**config.mk**
```make
export PLATFORM = sky130hd
export DESIGN_NAME = srf_pll
export DESIGN_NICKNAME = d
export VERILOG_FILES = /design/src/rtl/srf_pll.sv
export SDC_FILE = /design/constraint.sdc
export NUM_CORES = 2
export LEC_CHECK = 0
export ABC_AREA = 1
export CAP_MARGIN = 40
export CELL_PAD_IN_SITES_DETAIL_PLACEMENT = 1
export CELL_PAD_IN_SITES_GLOBAL_PLACEMENT = 1
export CORE_UTILIZATION = 49
export CTS_CLUSTER_DIAMETER = 100
export CTS_CLUSTER_SIZE = 10
export DETAILED_ROUTE_END_ITERATION = 7
export MAX_ROUTING_LAYER = met4
export PLACE_DENSITY = 0.81
export SYNTH_ARGS = -nofsm -noshare
export SYNTH_HDL_FRONTEND = slang
export SYNTH_SLANG_ARGS = --single-unit
```
**constraint.sdc**
```tcl
create_clock -name clock -period 8.1 [get_ports clock]
set_input_delay 1.62 -clock clock [delete_from_list [all_inputs] [get_ports clock]]
set_output_delay 1.62 -clock clock [all_outputs]
set_load 0.02 [all_outputs]
```
**src/rtl/srf_pll.sv**
```systemverilog
// -----------------------------------------------------------------------------
// srf_pll : synchronous-reference-frame PLL. Closes a PI loop on the park
// stage's q component and integrates the resulting angular increment into a
// 16-bit phase angle. The angle feeds back to the park / anti-park transforms.
//
// Ports
//   clock        in   system clock
//   reset        in   synchronous, active-high reset
//   enable       in   loop run enable (gates acceptance of new samples only)
//   q_in[17:0]   in   signed q component from the park stage
//   q_valid      in   single-cycle strobe qualifying q_in
//   kp[17:0]     in   signed proportional gain, Q5.12 (used in MULT)
//   ki[17:0]     in   signed integral gain, Q5.12 (used in MULT)
//   omega_ff     in   signed feed-forward angle increment (used in UPDATE)
//   theta        out  unsigned phase, full scale 2*pi, wraps modulo 2^16
//   omega        out  signed current angle increment (saturated)
//   theta_valid  out  one-cycle pulse when theta/omega update
//   locked       out  lock indicator
//   overrun      out  sticky: q_valid seen while the pipeline was busy
//
// Handshake: q_valid is a strobe with no back-pressure. A sample is taken only
// when q_valid & enable are high while the FSM is in IDLE. theta_valid pulses
// exactly 3 clocks after the accepting edge, so the maximum rate is one sample
// every 4 clocks. An enabled strobe in any other state is dropped and sets
// overrun until reset.
//
// Optional build macro: SRF_PLL_ANTI_WINDUP_EN
//   When defined, the integrator holds whenever the previous UPDATE saturated
//   omega and the new integral term pushes further in the same direction.
// -----------------------------------------------------------------------------
module srf_pll #(
    parameter int                    DATA_WIDTH     = 18,
    parameter int                    GAIN_SHIFT     = 12,
    parameter logic signed [15:0]    INT_LIMIT      = 16'sd8192,
    parameter logic [DATA_WIDTH-1:0] LOCK_THRESHOLD = 18'd512,
    parameter int                    LOCK_COUNT     = 64
) (
    input  logic                  clock,
    input  logic                  reset,
    input  logic                  enable,
    input  logic [DATA_WIDTH-1:0] q_in,
    input  logic                  q_valid,
    input  logic [DATA_WIDTH-1:0] kp,
    input  logic [DATA_WIDTH-1:0] ki,
    input  logic [15:0]           omega_ff,
    output logic [15:0]           theta,
    output logic [15:0]           omega,
    output logic                  theta_valid,
    output logic                  locked,
    output logic                  overrun
);

    localparam int PW = 2*DATA_WIDTH - GAIN_SHIFT;   // shifted product width
    localparam int SW = PW + 2;                       // omega sum width
    localparam int CW = $clog2(LOCK_COUNT + 1);       // lock counter width

    localparam logic signed [PW:0]   ILIM_HI   = (PW+1)'(INT_LIMIT);
    localparam logic signed [PW:0]   ILIM_LO   = -ILIM_HI;
    localparam logic signed [SW-1:0] OMEGA_MAX = SW'(32767);
    localparam logic signed [SW-1:0] OMEGA_MIN = SW'(-32768);

    typedef enum logic [1:0] {IDLE, MULT, INTEG, UPDATE} state_t;

    state_t state, state_next;

    logic signed [DATA_WIDTH-1:0]   err;
    logic signed [PW-1:0]           p_reg, i_reg;
    logic signed [15:0]             integ, integ_next;
    logic signed [2*DATA_WIDTH-1:0] p_full, i_full;
    logic signed [PW:0]             integ_sum;
    logic signed [SW-1:0]           omega_sum;
    logic signed [15:0]             omega_sat;
    logic [DATA_WIDTH:0]            q_ext, q_abs;
    logic [CW-1:0]                  lock_cnt, cnt_next;
    logic                           accept;
    logic                           unused_low_bits;
`ifdef SRF_PLL_ANTI_WINDUP_EN
    logic                           sat_hi, sat_lo;
`endif

    assign accept = (state == IDLE) && q_valid && enable;

    // Full-precision signed products; sign extension first so the 36-bit
    // product is exact.
    assign p_full = $signed({{DATA_WIDTH{kp[DATA_WIDTH-1]}}, kp}) *
                    $signed({{DATA_WIDTH{err[DATA_WIDTH-1]}}, err});
    assign i_full = $signed({{DATA_WIDTH{ki[DATA_WIDTH-1]}}, ki}) *
                    $signed({{DATA_WIDTH{err[DATA_WIDTH-1]}}, err});
    // Fraction bits discarded by the Q5.12 arithmetic shift.
    assign unused_low_bits = ^{p_full[GAIN_SHIFT-1:0], i_full[GAIN_SHIFT-1:0]};

    // |q_in| computed one bit wider so -2^17 does not overflow.
    assign q_ext = {q_in[DATA_WIDTH-1], q_in};
    assign q_abs = q_in[DATA_WIDTH-1] ? (~q_ext) + {{DATA_WIDTH{1'b0}}, 1'b1} : q_ext;

    always_comb begin
        state_next = state;
        case (state)
            IDLE:    if (accept) state_next = MULT;
            MULT:    state_next = INTEG;
            INTEG:   state_next = UPDATE;
            UPDATE:  state_next = IDLE;
            default: state_next = IDLE;
        endcase
    end

    always_comb begin
        cnt_next = '0;
        if (q_abs < {1'b0, LOCK_THRESHOLD}) begin
            if (lock_cnt == CW'(LOCK_COUNT)) cnt_next = lock_cnt;
            else                             cnt_next = lock_cnt + CW'(1);
        end
    end

    // Integrator: sum one bit wider than the term so the clamp sees the true
    // sign before truncation back to 16 bits.
    always_comb begin
        integ_sum = {{(PW-15){integ[15]}}, integ} + {i_reg[PW-1], i_reg};
        if (integ_sum > ILIM_HI)      integ_next = INT_LIMIT;
        else if (integ_sum < ILIM_LO) integ_next = -INT_LIMIT;
        else                          integ_next = integ_sum[15:0];
`ifdef SRF_PLL_ANTI_WINDUP_EN
        if ((sat_hi && !i_reg[PW-1] && (i_reg != '0)) || (sat_lo && i_reg[PW-1]))
            integ_next = integ;
`endif
    end

    always_comb begin
        omega_sum = {{(SW-16){omega_ff[15]}}, omega_ff}
                  + {{(SW-PW){p_reg[PW-1]}}, p_reg}
                  + {{(SW-16){integ[15]}}, integ};
        if (omega_sum > OMEGA_MAX)      omega_sat = 16'sh7FFF;
        else if (omega_sum < OMEGA_MIN) omega_sat = 16'sh8000;
        else                            omega_sat = omega_sum[15:0];
    end

    always_ff @(posedge clock) begin
        if (reset) begin
            state       <= IDLE;
            err         <= '0;
            p_reg       <= '0;
            i_reg       <= '0;
            integ       <= '0;
            theta       <= '0;
            omega       <= '0;
            theta_valid <= 1'b0;
            locked      <= 1'b0;
            overrun     <= 1'b0;
            lock_cnt    <= '0;
`ifdef SRF_PLL_ANTI_WINDUP_EN
            sat_hi      <= 1'b0;
            sat_lo      <= 1'b0;
`endif
        end else begin
            state       <= state_next;
            theta_valid <= 1'b0;
            if (accept) begin
                err      <= $signed(q_in);
                lock_cnt <= cnt_next;
                locked   <= (cnt_next == CW'(LOCK_COUNT));
            end
            if (q_valid && enable && (state != IDLE))
                overrun <= 1'b1;
            case (state)
                MULT: begin
                    p_reg <= p_full[2*DATA_WIDTH-1:GAIN_SHIFT];
                    i_reg <= i_full[2*DATA_WIDTH-1:GAIN_SHIFT];
                end
                INTEG: integ <= integ_next;
                UPDATE: begin
                    omega       <= omega_sat;
                    theta       <= theta + omega_sat;   // modulo 2^16 wrap
                    theta_valid <= 1'b1;
`ifdef SRF_PLL_ANTI_WINDUP_EN
                    sat_hi      <= (omega_sum > OMEGA_MAX);
                    sat_lo      <= (omega_sum < OMEGA_MIN);
`endif
                end
                default: ;
            endcase
        end
    end

endmodule
```
Word-level counts from Yosys, hierarchy flattened
Index checks and enable logic that the tools add are counted.
{ "word_totals": {"word_cells": 47, "input_bits": 74, "reg_bits": 126, "output_inout_bits": 35} }
{ "classes": {"order_cmp": 5, "n_addsub": 6, "n_eq_ne": 6, "mul": 2, "reduce_logical": 6, "n_bitwise": 1, "mux": 10} }
{ "ops": {"columns": ["op", "n"], "rows": [
  ["multiplier 18 x 18 -> 36 bit", 2],
  ["2-to-1 mux 16 bit", 4],
  ["adder 16 x 24 -> 25 bit", 2],
  ["adder 25 x 16 -> 26 bit", 1],
  ["> comparator 26 x 16 -> 1 bit (second input constant)", 1],
  ["< comparator 26 x 16 -> 1 bit (second input constant)", 1],
  ["> comparator 25 x 15 -> 1 bit (second input constant)", 1],
  ["< comparator 25 x 14 -> 1 bit (second input constant)", 1],
  ["adder 19 x 1 -> 19 bit (second input constant)", 1],
  ["< comparator 19 x 10 -> 1 bit (second input constant)", 1],
  ["2-to-1 mux 19 bit", 1],
  ["inverter 19 bit", 1],
  ["adder 16 bit", 1],
  ["equality test 7 bit (second input constant)", 2],
  ["2-to-1 mux 7 bit", 2],
  ["case mux 2 bit (4 select lines)", 1],
  ["adder 7 x 1 -> 7 bit (second input constant)", 1],
  ["equality test 2 bit (second input constant)", 2],
  ["logical AND 1 bit", 4],
  ["equality test 2 x 1 -> 1 bit (second input constant)", 1],
  ["zero test 2 bit", 1],
  ["2-to-1 mux 2 bit", 1],
  ["inequality test 2 bit (second input constant)", 1],
  ["nonzero test 2 bit", 1],
  ["2-to-1 mux 1 bit", 1]
]} }

Logic depth before layout (Yosys ltp)
{ "logic_depth": {"word_depth": 6, "depth_mapped": 35, "depth_no_buf": 34} }

Least setup slack after synthesis
Ideal clock, no wire load.
{ "synth_timing": {"path_type": "input to register", "from": "in kp[9]", "to": "reg p_reg[10]", "path_buffers": 2, "setup_slack_ns": 1.008, "setup_time_ns": 0.058, "arrival_ns": 7.034, "cell_stages": 24, "required_time_ns": 8.042, "path_cell_list": "clkbuf_1 > clkbuf_1 > nand2_1 > fa_1 > inv_1 > fa_1 > inv_1 > fa_1 > fa_1 > inv_1 > fa_1 > fa_1 > ha_1 > nand2_1 > nor2_1 > nand4_1 > o211ai_1 > inv_1 > o21ai_1 > a21boi_0 > or2_0 > nand3_1 > o211ai_1 > inv_1"} }
{ "synth_between": {"elab_chain_len": 1} }
{ "synth_rtl": {"columns": ["element", "line", "source"], "rows": [
  ["start, declared", "43", "input logic [DATA_WIDTH-1:0] kp,"],
  ["multiplier 18 x 18 -> 36 bit", "85", "assign p_full = $signed({{DATA_WIDTH{kp[DATA_WIDTH-1]}}, kp}) *"],
  ["end signal, assigned", "166", "p_reg <= p_full[2*DATA_WIDTH-1:GAIN_SHIFT];"],
  ["end, declared", "67", "logic signed [PW-1:0] p_reg, i_reg;"]
]} }
No other way between the ends.
A chain may end at the register's enable or synchronous reset.

Worst setup path after layout
{ "layout_timing": {"from": "in ki[17]", "to": "reg i_reg[20]"} }
{ "layout_between": {"elab_chain_len": 1} }
{ "layout_rtl": {"columns": ["element", "line", "source"], "rows": [
  ["start, declared", "44", "input logic [DATA_WIDTH-1:0] ki,"],
  ["multiplier 18 x 18 -> 36 bit", "87", "assign i_full = $signed({{DATA_WIDTH{ki[DATA_WIDTH-1]}}, ki}) *"],
  ["end signal, assigned", "167", "i_reg <= i_full[2*DATA_WIDTH-1:GAIN_SHIFT];"],
  ["end, declared", "67", null]
]} }
No other way between the ends.

==> flow_summary.yaml <==
yosys:
  yosysUniqueCellTypes: 56
  avgSynthCellArea_um2: 7.54
  syn_inst: 4573
  yosysSeqAreaShare_pct: 7.32
  ys_top_cells_by_count: "inv_1, nand2_1, fa_1, nor2_1, ha_1"
  synth.most_common_cell: "inv_1"
  synth_top_cell_by_area: "fa_1"
  ys_ff_latch: 126
  async_flop_share_pct: 0
  yosysWarningCount: 0
  synth_nets: 5576
  synthFlopType: "dfxtp_1"
  syn-cell-area_um2: 34500
  yosys-top-cells-area: "fa_1, inv_1, nand2_1"
  synth-edff-count: 0
  netlist.area_leader.share_pct: 39.7
clock_tree:
  numCtsBuffers: 17
  clk_pin_slew_ns: 0.06
  clock_path_buffers: 2
  cts_tree: "yes"
  cts_resized: 0
  cts-root-buf: "clkbuf_16"
  cts_sinks: 126
  post-cts-setup-buffers: 0
  cts_htree_levels: 4
  insertion_delay_ns: 0.45
  ctsHoldBuffers: 0
route:
  wirelength_um: 109000
  drt_iter0_drc: 1468
  via_per_inst: 5.28
  routedWlPerCell_um: 19.6
  antenna_left: 0
  num_vias: 29374
  route.detailed.drc: 0
  drtPass1Iterations: 5
critical_path:
  crit_required_ns: 8.49
  crit_top_cell: "fa_1"
  path_class: "input port to flip-flop"
  r2r_cells: 22
  crit_chain: "clkdlybuf4s50_1 > buf_4 > nand2_1 > inv_1 > fa_1 > fa_1 > inv_1 > fa_1 > fa_1 > fa_1 > fa_1 > inv_1 > ha_1 > nand2_1 > nor2_1 > inv_1 > nor3_1 > nand3_1 > o21ai_0 > a21oi_1 > o21ai_0 > nand2_1 > inv_1"
  cp_max_fo: 9
  end_kind: "flip-flop"
  cpMaxStageDelayCell: "fa_1"
  crit_path_start_kind: "input port"
  cp.arrival_ns: 8.07
  cp_slowest_stage_delay_ns: 0.62
sta:
  fin_crit_ns: 7.68
  maxSlewViolCount: 0
  hold_viol: 0
  finalSetupViolCount: 0
  fmax_ghz: 0.130
  timing.slew.headroom_pct: 32.9
  tns_ns: 0
  finalWorstSetupSlack_ns: 0.419
  grt_setup_unrepaired: "false"
  hold_slack_ns: 0.473
  fin_crit_sh_pct: 94.8
  skew_ns: 0.0124
  tightest_slew_ns: 1.00
die:
  num_rows: 96
  core-area_um2: 69100
  chipHeight_um: 267
  start_util_pct: 49.9
  design.die.area_um2: 71400
  io_pins: 109
  fp.dieW_um: 267
finish:
  final_net_count: 5618
  area_growth_pct: 8.85
  drive_above_1_share_pct: 5.36
global_routing:
  antenna_found_initial: 6
  grt_pass1_wl_um: 177000
  grtUsageTotal_pct: 33.0
  overflow: 0
  grt_pass1_vias: 33295
  grt_max_degree: 70
placement:
  gp_congestion: 0.940
  dp_hpwl_um: 92400
  port_buffers: 108
  pre_cts_slack_ns: 0.00199
power:
  p_int_mw: 6.62
  fin_total_pwr_mw: 16.8
  pwr-share-comb_pct: 89.1
  power_density_nw_per_um2: 448
  leakagePower_nw: 20.0
  ir_drop_mv: 0.280
  p_seq_share_pct: 5.7
  switching_share_pct: 60.6
  clkPwrFrac_pct: 5.2
  switchingPower_mw: 10.2
worst_hold_path:
  min_path_cells: 2
  hold_class: "flip-flop to flip-flop"
flow_run:
  maxCapViolations: 0
outcome:
  run_status: "completed"
==> critical path: cells and delay by family <==
kind | cells | cell delay (ns)
and+or+nand+nor | 6 | 0.82
adders and majority gates | 7 | 3.58
buffers and inverters | 7 | 1.49
AOI/OAI and AO/OA | 3 | 0.54
==> routing by layer <==
metal	GRT usage [%]	wire length, µm	vias up
li1	-	-	13509
met1	37.5	43500	14901
met2	59.4	56800	708
met3	3.73	4680	256
met4	12.0	4130	0
met5	-	0	-
==> cell families after synthesis <==
| family | count (synthesis) | share of synthesized area (%) |
|---|---|---|
| buffers and inverters | 1355 | 14.9 |
| DFF | 126 | 7.32 |
| xor gates and xnor gates | 94 | 2.41 |
| and+or+nand+nor | 1660 | 19.8 |
| AOI/OAI and AO/OA | 409 | 7.01 |
| adders and majority gates | 929 | 48.6 |
==> through the flow <==
| stage | instances | area (µm²) | utilization (%) |
|---|---|---|---|
| 2_1_floorplan | 4573 | 34500 | - |
| 3_3_place_gp | 5520 | 36700 | 53.1 |
| 3_5_place_dp | 5527 | 36900 | 53.4 |
| 4_1_cts | 5559 | 37500 | 54.3 |
| 5_1_grt | 5566 | 37500 | 54.3 |
| 6_report | 5566 | 37500 | 54.3 |
==> cell usage in the layout, fill, tap and decap left out, types with 5 or more instances in the layout <==
cell type | Yosys | final
nand2_1 | 1127 | 1127
ha_1 | 246 | 245
o21bai_1 | 15 | 15
a21oi_2 | 18 | 18
nor3_1 | 20 | 20
xor2_1 | 53 | 53
inv_1 | 1162 | 1161
nand4_1 | 31 | 31
nand3_2 | 18 | 18
nand3b_1 | 5 | 5
dfxtp_1 | 126 | 124
buf_4 | 1 | 96
o21a_1 | 9 | 9
a21o_1 | 18 | 18
xnor2_1 | 40 | 40
a21boi_0 | 5 | 5
diode_2 | 0 | 7
nand3_1 | 107 | 107
clkdlybuf4s50_1 | 0 | 107
nor2_4 | 5 | 5
a21oi_1 | 166 | 166
nand2_2 | 12 | 12
nor4_1 | 7 | 7
or2_2 | 33 | 33
inv_6 | 0 | 6
a221oi_1 | 5 | 5
a31oi_1 | 13 | 13
fa_1 | 683 | 683
clkbuf_16 | 0 | 17
nor2_2 | 8 | 9
o221ai_1 | 10 | 10
nor2_1 | 279 | 278
o21ai_0 | 115 | 115
o211ai_1 | 20 | 20
==> area by class of cell <==
class,instances,area [µm²]
timing repair buffer,212,1960
clock inverter,15,221
tap,931,1160
inverter,1166,4380
fill,8657,31500
sequential,126,2520
multi-input combinational,3092,26800
antenna,7,17.5
clock buffer,17,425
==> power groups by stage <==
| stage | sequential, mW | combinational [mW] | clock [mW] |
|---|---|---|---|
| global placement | 0.999 | 14.0 | 0 |
| finish | 0.952 | 15.0 | 0.877 |
| global route | 0.964 | 16.8 | 0.914 |
| CTS | 0.952 | 15.0 | 0.889 |
| detailed placement | 0.962 | 14.9 | 0 |
| floorplan | 0.908 | 10.3 | 0 |
==> path summary, 6_finish.rpt <==
kind / start / endpoint / slack (ns)
worst max-delay path: ki[17] / i_reg[20] / 0.42
worst min-delay path: locked / locked / 0.47
worst max register to register: err[7] / i_reg[20] / 1.23
worst min register to register: locked / locked / 0.47
(Power assumes the default switching activity.)
